[src/rtl/rgb_tile_encoder.sv]
// Streams the reference RGB colour of each of 16 board positions from a latched tile order, checking for duplicate IDs.
// One cycle from start to the first beat; every output is registered, and a beat holds steady while i_ready is low.
module rgb_tile_encoder #(
  parameter bit ERR_ON_DUP = 1'b1,
  parameter int N_POS      = 16,
  parameter int TILE_W     = 4
) (
  input  logic                    i_clk,
  input  logic                    i_rst_n,
  input  logic                    i_start,
  input  logic [N_POS*TILE_W-1:0] i_order,
  input  logic                    i_ready,
  output logic                    o_valid,
  output logic [23:0]             o_rgb,
  output logic [TILE_W-1:0]       o_pos,
  output logic                    o_busy,
  output logic                    o_done,
  output logic                    o_err
);

  localparam logic [TILE_W-1:0] LAST_POS = TILE_W'(N_POS - 1);

  typedef enum logic [1:0] {S_IDLE, S_STREAM, S_DONE} state_t;

  state_t                  r_state;
  logic [N_POS*TILE_W-1:0] r_order;
  logic [TILE_W-1:0]       r_pos;
  logic [N_POS-1:0]        r_seen;
  logic                    r_dup;

  logic                    w_accept;
  logic [TILE_W-1:0]       w_id;
  logic [TILE_W-1:0]       w_pos_nxt;
  logic [TILE_W-1:0]       w_id_nxt;
  logic                    w_dup_now;

  function automatic logic [23:0] f_palette(input logic [TILE_W-1:0] id);
    logic [23:0] rgb;
    rgb = 24'h000000;
    case (id)
      4'd0:  rgb = 24'hff7fff;
      4'd1:  rgb = 24'hffffff;
      4'd2:  rgb = 24'hffff00;
      4'd3:  rgb = 24'hff7f00;
      4'd4:  rgb = 24'hff007f;
      4'd5:  rgb = 24'hff0000;
      4'd6:  rgb = 24'h7fff7f;
      4'd7:  rgb = 24'h7f7f00;
      4'd8:  rgb = 24'h7f00ff;
      4'd9:  rgb = 24'h7f0000;
      4'd10: rgb = 24'h00ffff;
      4'd11: rgb = 24'h00ff00;
      4'd12: rgb = 24'h007fff;
      4'd13: rgb = 24'h007f00;
      4'd14: rgb = 24'h00007f;
      4'd15: rgb = 24'h000000;
      default: rgb = 24'h000000;
    endcase
    return rgb;
  endfunction

  assign w_accept  = o_valid & i_ready;
  assign w_id      = r_order[{r_pos, 2'b00} +: TILE_W];
  assign w_pos_nxt = r_pos + 1'b1;
  assign w_id_nxt  = r_order[{w_pos_nxt, 2'b00} +: TILE_W];
  assign w_dup_now = r_seen[w_id];

  always_ff @(posedge i_clk or negedge i_rst_n) begin
    if (!i_rst_n) begin
      r_state <= S_IDLE;
      r_order <= '0;
      r_pos   <= '0;
      r_seen  <= '0;
      r_dup   <= 1'b0;
      o_valid <= 1'b0;
      o_rgb   <= '0;
      o_pos   <= '0;
      o_busy  <= 1'b0;
      o_done  <= 1'b0;
      o_err   <= 1'b0;
    end else begin
      o_done <= 1'b0;
      case (r_state)
        S_IDLE: begin
          if (i_start) begin
            r_order <= i_order;
            r_pos   <= '0;
            r_seen  <= '0;
            r_dup   <= 1'b0;
            o_err   <= 1'b0;
            o_valid <= 1'b1;
            o_pos   <= '0;
            o_rgb   <= f_palette(i_order[TILE_W-1:0]);
            o_busy  <= 1'b1;
            r_state <= S_STREAM;
          end
        end
        S_STREAM: begin
          if (w_accept) begin
            r_seen[w_id] <= 1'b1;
            r_dup        <= r_dup | w_dup_now;
            // The final beat's own duplicate must reach o_err on the same edge.
            if (r_pos == LAST_POS) begin
              o_valid <= 1'b0;
              o_done  <= 1'b1;
              o_err   <= (r_dup | w_dup_now) & ERR_ON_DUP;
              r_state <= S_DONE;
            end else begin
              r_pos <= w_pos_nxt;
              o_pos <= w_pos_nxt;
              o_rgb <= f_palette(w_id_nxt);
            end
          end
        end
        S_DONE: begin
          o_busy  <= 1'b0;
          r_state <= S_IDLE;
        end
        default: r_state <= S_IDLE;
      endcase
    end
  end

endmodule

[config.mk]
export PLATFORM = sky130hd
export DESIGN_NAME = rgb_tile_encoder
export DESIGN_NICKNAME = d
export VERILOG_FILES = /design/src/rtl/rgb_tile_encoder.sv
export SDC_FILE = /design/constraint.sdc
export NUM_CORES = 1
export LEC_CHECK = 0
export BUFFER_PORTS_ARGS = -buffer_cell sky130_fd_sc_hd__buf_2
export CORE_MARGIN = 8
export CORE_UTILIZATION = 56
export CTS_CLUSTER_SIZE = 28
export DETAILED_ROUTE_END_ITERATION = 10
export GPL_TIMING_DRIVEN = 0
export PLACE_DENSITY = 0.89
export REMOVE_ABC_BUFFERS = 1
export SLEW_MARGIN = 0
export SYNTH_ARGS = -nofsm -noshare
export SYNTH_HDL_FRONTEND = slang
export SYNTH_SLANG_ARGS = --single-unit
export TNS_END_PERCENT = 50
[constraint.sdc]
create_clock -name i_clk -period 4.1 [get_ports i_clk]
set_input_delay 0.82 -clock i_clk [delete_from_list [all_inputs] [get_ports i_clk]]
set_output_delay 0.82 -clock i_clk [all_outputs]
set_load 0.01 [all_outputs]
==> metrics.csv, run 1 <==
metric,value,unit
Main synth FF type,dfrtp_1,
Die ar.,13000,um2
Slew @ Worst Pin,996,ps
leakage,2.77,nW
CP max FO,16,
hold slack,370,ps
clock-pin transition on the worst setup and hold timing paths,90,ps
Syn Inst Count,428,
crit path time final,3920,ps
max-slew violations,0,
net switching power,0.00250,W
vias in the first global route,3914,
clk_skew,10.8,ps
CP Launch Type,flop,
Initial Util,56.5,%
# DRC,0,
max-cap check violation count,0,
GRT Util Overall,19.4,%
ordered list of cells on the worst path,"ha_2, xnor2_1, mux4_2, inv_1, ha_1, mux2_1, mux2i_1, o21ai_1, mux2_2",
share of power burned in combinational logic,57.7,%
mapped cell area,5400,um2
number of routed nets with antenna violations,0,
VDD IR-drop max,0.381,mV
"Seq/Total Area, Yosys",45.0,%
clock latency on the worst-skew pair,370,ps
global-route wire length before repair,20.0,mm
Rel. slew slack,33.1,%
grt total ovfl,0,
chip height,114,um
DR vias,3802,
Antenna diodes,0,
vias per cell,5.95,
final period utilization,95.5,%
status,finished clean,
port bufs,99,
clock power share,11.1,%
I/O Pins,100,
largest net degree at the start of global routing,72,
overall power,0.00605,W
register bit total from synthesis,97,
Row Count,36,
Reg power frac,31.2,%
fmax,255,MHz
"Async S/R FF share, synth",100,%
root buffer cell,clkbuf_8,
HPWL Detailed,8.88,mm
hold crit path type,in -> async,
H-Tree Depth,3,
Final GP Congestion,0.909,
DR pass1 iterations,4,
fin nets,583,
Area Overhead vs Synth,13.1,%
Sink Count,97,
setup_tns,0,ps
Util after Layout,64.0,%
total routed wirelength,12.3,mm
CTS tree,built,
Critical-path top delay cell,xnor2_1,
Inserted Clock Buffers,9,
Worst Reg2Reg Path Length in Cells,9,
number of flops mapped to enable cells by yosys,0,
die width,114,um
crit end category,flop,
DR WL/cell,19.2,um
switch share,41.4,%
final-report hold violation count,0,
Synth warnings,0,
Core ar.,9550,um2
CP required,4350,ps
P_int,0.00354,W
share of cells above drive strength 1,42.1,%
CP Class,reg -> reg,
antenna violations before repair,0,
Post-Synthesis Mean Instance Area,12.6,um2
power density over the cells,990,nW/um2
CTS Buffer Depth,2,
"Largest stage delay, worst path",800,ps
Critical Path AT,4170,ps
Finish-stage setup viols,0,
synth unique cells,47,
initial DRC count,287,
## cell usage after synthesis, drive strengths merged (2+ instances only)
cell type,instances,area share [%]
mux2,71,15
nand3b,2,0.28
dfrtp,97,45
xnor2,2,0.32
mux4,27,12
clkbuf,12,0.83
a21o,3,0.42
inv,11,0.76
o21ai,16,1.5
or3,3,0.35
nand2,18,1.3
mux2i,27,5.0
nor3,5,0.46
nor2b,3,0.35
a221oi,7,1.1
a21oi,18,1.7
o31ai,3,0.42
and3,2,0.23
o211ai,3,0.42
buf,28,4.2
nand3,3,0.28
nor2,27,1.9
a31oi,5,0.58
a22oi,4,0.56
ha,13,3.0
nand2b,6,0.70
## final timing paths
check | from | slack (ps) | endpoint
hold reg to reg | r_seen[11] | 500 | r_seen[11]
min in group i_clk | r_seen[11] | 500 | r_seen[11]
max in group asynchronous | i_rst_n | 3070 | r_order[6]
hold / removal | i_rst_n | 370 | o_done
setup / recovery | r_pos[1] | 180 | o_rgb[15]
setup reg to reg | r_pos[1] | 180 | o_rgb[15]
## power groups by stage
stage / Combinational, W / Clock (W) / Sequential, W
after floorplan: 0.00249 / 0 / 0.00187
after global placement: 0.00324 / 0 / 0.00191
after detailed placement: 0.00343 / 0 / 0.00190
after CTS: 0.00347 / 0.000680 / 0.00188
after global routing: 0.00378 / 0.000720 / 0.00196
final: 0.00349 / 0.000671 / 0.00188
## timing repair
item | in CTS | in global routing
endpoints found under the setup margin | 0 | 1
buffers inserted | 0 | 0
resized for setup | 0 | 1
hold buffers | 0 | 0
endpoints found under the hold margin | 0 | 0
## sequential cells by signal (all words and copies together), names as in the netlist
register,cells
o_busy,1
o_done,1
o_err,1
o_rgb,6
o_valid,1
r_dup,1
r_order,64
r_pos,4
r_seen,16
r_state,2
## metrics by stage
stage | setup slack, ps | area (um2) | std cells
after floorplan | -629 | 5130 | 388
after global placement | -2110 | 5790 | 620
after detailed placement | 82.9 | 5900 | 624
after CTS | 38.4 | 6110 | 639
after global routing | -5.29 | 6110 | 639
final | 183 | 6110 | 639
## cells by family after synthesis
logic type | share of synthesized area, %
adder cells (fa/ha/maj) | 3.01
AO/OA/AOI/OAI | 8.09
multiplexers | 31.5
XOR/XNOR | 0.325
buffers and inverters | 5.79
flip-flops | 45.0
AND/OR/NAND/NOR | 6.33
## critical path, delay by kind of cell (launching register included)
family | cells | cell delay (ps)
xor gates and xnor gates | 1 | 800
AOI/OAI and AO/OA | 1 | 80
adders and majority gates | 2 | 610
buffers and inverters | 1 | 150
muxes | 4 | 1470
DFF | 1 | 700
## per-layer routing
metal	wire length [um]	GRT usage, %
met5	0	0
met4	220	7.19
met3	974	5.49
met2	6150	31.7
met1	4910	24.1
## cells in the final DEF, fill, tap and decap left out, drive strengths merged, types with 2 or more instances in the layout
cell / netlist / layout
a21o: 3 / 3
a21oi: 18 / 18
a221oi: 7 / 7
a22oi: 4 / 4
a31oi: 5 / 5
and3: 2 / 2
buf: 28 / 103
bufinv: 0 / 2
clkbuf: 12 / 12
dfrtp: 97 / 97
ha: 13 / 13
inv: 11 / 11
mux2: 71 / 71
mux2i: 27 / 27
mux4: 27 / 27
nand2: 18 / 18
nand2b: 6 / 6
nand3: 3 / 3
nand3b: 2 / 2
nor2: 27 / 27
nor2b: 3 / 3
nor3: 5 / 5
o211ai: 3 / 3
o21ai: 16 / 16
o31ai: 3 / 3
or3: 3 / 3
xnor2: 2 / 2
## final cells by class
class                   count  area [um2]
repair buffers            103         593
clock inverters             3        65.1
fillers                   752        3440
clock buffers              12         145
well taps                 133         166
multi-input cells         280        2670
flip-flops and latches     97        2430
inverters                  11        41.3
(Power assumes the default switching activity.)
==> run 2: changes to the inputs <==
--- a/config.mk
+++ b/config.mk
@@ -7,11 +7,11 @@
 export LEC_CHECK = 0
 export BUFFER_PORTS_ARGS = -buffer_cell sky130_fd_sc_hd__buf_2
 export CORE_MARGIN = 8
-export CORE_UTILIZATION = 56
+export CORE_UTILIZATION = 60
 export CTS_CLUSTER_SIZE = 28
 export DETAILED_ROUTE_END_ITERATION = 10
 export GPL_TIMING_DRIVEN = 0
-export PLACE_DENSITY = 0.89
+export PLACE_DENSITY = 0.94
 export REMOVE_ABC_BUFFERS = 1
 export SLEW_MARGIN = 0
 export SYNTH_ARGS = -nofsm -noshare
==> constraint.sdc (replaced) <==
create_clock -name i_clk -period 5 [get_ports i_clk]
set_input_delay 1 -clock i_clk [delete_from_list [all_inputs] [get_ports i_clk]]
set_output_delay 1 -clock i_clk [all_outputs]
set_load 0.01 [all_outputs]
==> run 2 against run 1 <==
Die area shrank 5.7%. Routed wire length grew 1.4%. Sequential cell count is the same. Register-to-register slack gained 770 ps. Cell count shrank 3.8%. Sequential share of layout area grew 0.31 points. Clock skew shrank 6.4 ps. First-iteration DRC count shrank 17%. Cell area shrank 0.78%. Via count grew 1.6%. Clock power shrank 22%. Highest routed layer unchanged.
==> metrics.csv, run 2 (synthesized netlist as in run 1, its figures left out) <==
metric,value,unit,change
status,finished clean,,
Inserted Clock Buffers,9,,unchanged
leading registers by flop count,"r_order (64), r_seen (16), o_rgb (6)",,
total routed wirelength,12.4,mm,+1.4%
"commonest non-fill, non-tap cell in the layout",buf_2,,
clock power share,10.7,%,-0.4 points
Antenna diodes,0,,unchanged
ordered list of cells on the worst path,"ha_1, mux4_2, mux4_2, inv_1, ha_1, mux2_1, mux2i_1, o21ai_1, mux2_2",,
Rel. slew slack,29.6,%,-3.5 points
CP max FO,17,,+1
antenna violations before repair,0,,unchanged
CTS tree,built,,
I/O Pins,100,,unchanged
"commonest cells after routing, fill and taps aside","buf_2 (98), dfrtp_1 (96), mux2_2 (69), mux2i_1 (27), nor2_1 (26)",,
initial DRC count,237,,-17%
DR vias,3864,,+1.6%
CTS hold repair buffers,0,,unchanged
"Largest stage delay, worst path",1020,ps,+220 ps
# DRC,0,,unchanged
clock-pin transition on the worst setup and hold timing paths,90,ps,about the same
Top reg by flops,r_order,,
DR WL/cell,20.2,um,+5.4%
max-slew violations,0,,unchanged
fin nets,583,,unchanged
hold slack,493,ps,+124 ps
Initial Util,61.9,%,+5.4 points
GRT Util Overall,20.5,%,+1.0 points
switch share,42.0,%,+0.57 points
die width,111,um,-2.9%
Reg power frac,31.4,%,+0.2 points
vias in the first global route,4081,,+4.3%
Critical-path top delay cell,ha_1,,
net switching power,0.00207,W,-17%
crit end category,flop,,
H-Tree Depth,3,,unchanged
VDD IR-drop max,0.409,mV,+7.4%
share of power burned in combinational logic,57.9,%,+0.2 points
final period utilization,81.0,%,-15 points
max reg flops,64,,unchanged
leakage,2.76,nW,about the same
port bufs,99,,unchanged
Finish-stage setup viols,0,,unchanged
hold crit path type,reg -> reg,,
Row Count,34,,-5.6%
CP required,5260,ps,+910 ps
Critical Path AT,4310,ps,+140 ps
RSZ-0062 raised after global routing,no,,
fmax,247,MHz,-3.2%
Area Overhead vs Synth,12.3,%,
number of routed nets with antenna violations,0,,unchanged
Finished Layout Cells,615,,-3.8%
Sink Count,97,,unchanged
Die ar.,12300,um2,-5.7%
chip height,111,um,-2.9%
grt total ovfl,0,,unchanged
max-cap check violation count,0,,unchanged
# Post-CTS Setup Buffers,0,,unchanged
P_int,0.00286,W,-19%
Final GP Congestion,0.860,,-5.4%
CP Launch Type,flop,,
vias per cell,6.28,,+5.6%
Core ar.,8720,um2,-8.7%
clk_skew,4.42,ps,-6.42 ps
CTS Buffer Depth,2,,unchanged
clock latency on the worst-skew pair,370,ps,about the same
Placed Instances,599,,-4.0%
global-route wire length before repair,20.6,mm,+3.1%
Resize count post-CTS,0,,unchanged
final-report hold violation count,0,,unchanged
root buffer cell,clkbuf_8,,
power density over the cells,813,nW/um2,-18%
crit path time final,4050,ps,+131 ps
DR pass1 iterations,5,,+1
HPWL Detailed,8.97,mm,+1.1%
Slew @ Worst Pin,1050,ps,+52.3 ps
CP Class,reg -> reg,,
share of cells above drive strength 1,42.4,%,+0.31 points
largest net degree at the start of global routing,66,,-8.3%
==> run 2: area by class of cell <==
cell class / count / area, um2
Timing Repair Buffer: 103 / 586
Tap cell: 108 / 135
Clock inverter: 6 / 66.3
Fill cell: 594 / 2660
Sequential cell: 97 / 2430
Inverter: 11 / 41.3
Multi-Input combinational cell: 280 / 2670
Clock buffer: 10 / 138
==> run 2: through the flow <==
| step | worst slack (ps) | area, um2 | total power (W) | util [%] | setup TNS (ps) |
|---|---|---|---|---|---|
| 6_report | 952 | 6060 | 0.00493 | 69.5 | 0 |
| 5_1_grt | 796 | 6060 | 0.00527 | 69.5 | 0 |
| 4_1_cts | 980 | 6060 | 0.00490 | 69.5 | 0 |
| 3_5_place_dp | 998 | 5860 | 0.00435 | 67.2 | 0 |
| 3_3_place_gp | -1280 | 5760 | 0.00418 | 66.0 | -96510 |
| 2_1_floorplan | 91.0 | 5130 | 0.00357 | - | 0 |
==> run 2: power groups by stage <==
stage               combinational [W]  sequential [W]  clock, W
CTS                           0.00283         0.00154  0.000533
finish                        0.00285         0.00155  0.000525
floorplan                     0.00204         0.00153         0
global route                  0.00311         0.00160  0.000561
global placement              0.00263         0.00155         0
detailed placement            0.00280         0.00155         0
==> run 2: path summary, 6_finish.rpt <==
path | depth (start not counted) | end | slack (ps) | startpoint
worst max-delay path | 9 | o_rgb[15] | 950 | r_pos[1]
worst min-delay path | 2 | o_rgb[23] | 490 | o_rgb[23]
worst max register to register | 9 | o_rgb[15] | 950 | r_pos[1]
worst min register to register | 2 | o_rgb[23] | 490 | o_rgb[23]
max in group asynchronous | 2 | r_pos[0] | 3770 | i_rst_n
min in group asynchronous | 1 | r_order[56] | 570 | i_rst_n
==> run 2: metal layers <==
layer  share of wire, %  wire length, um  global-route usage (%)
met3                7.5              933                    6.33
met1                 39             4840                    23.6
met2                 51             6300                    34.4
met4                2.8              353                    8.65
met5                  0                0                       0
==> run 2: worst max-delay path, delay by kind of cell (launching register included) <==
family | cells | cell delay [ps]
mux | 5 | 1680
fa+ha+maj | 2 | 1260
flops | 1 | 740
buf+inv | 1 | 150
compound gates | 1 | 90
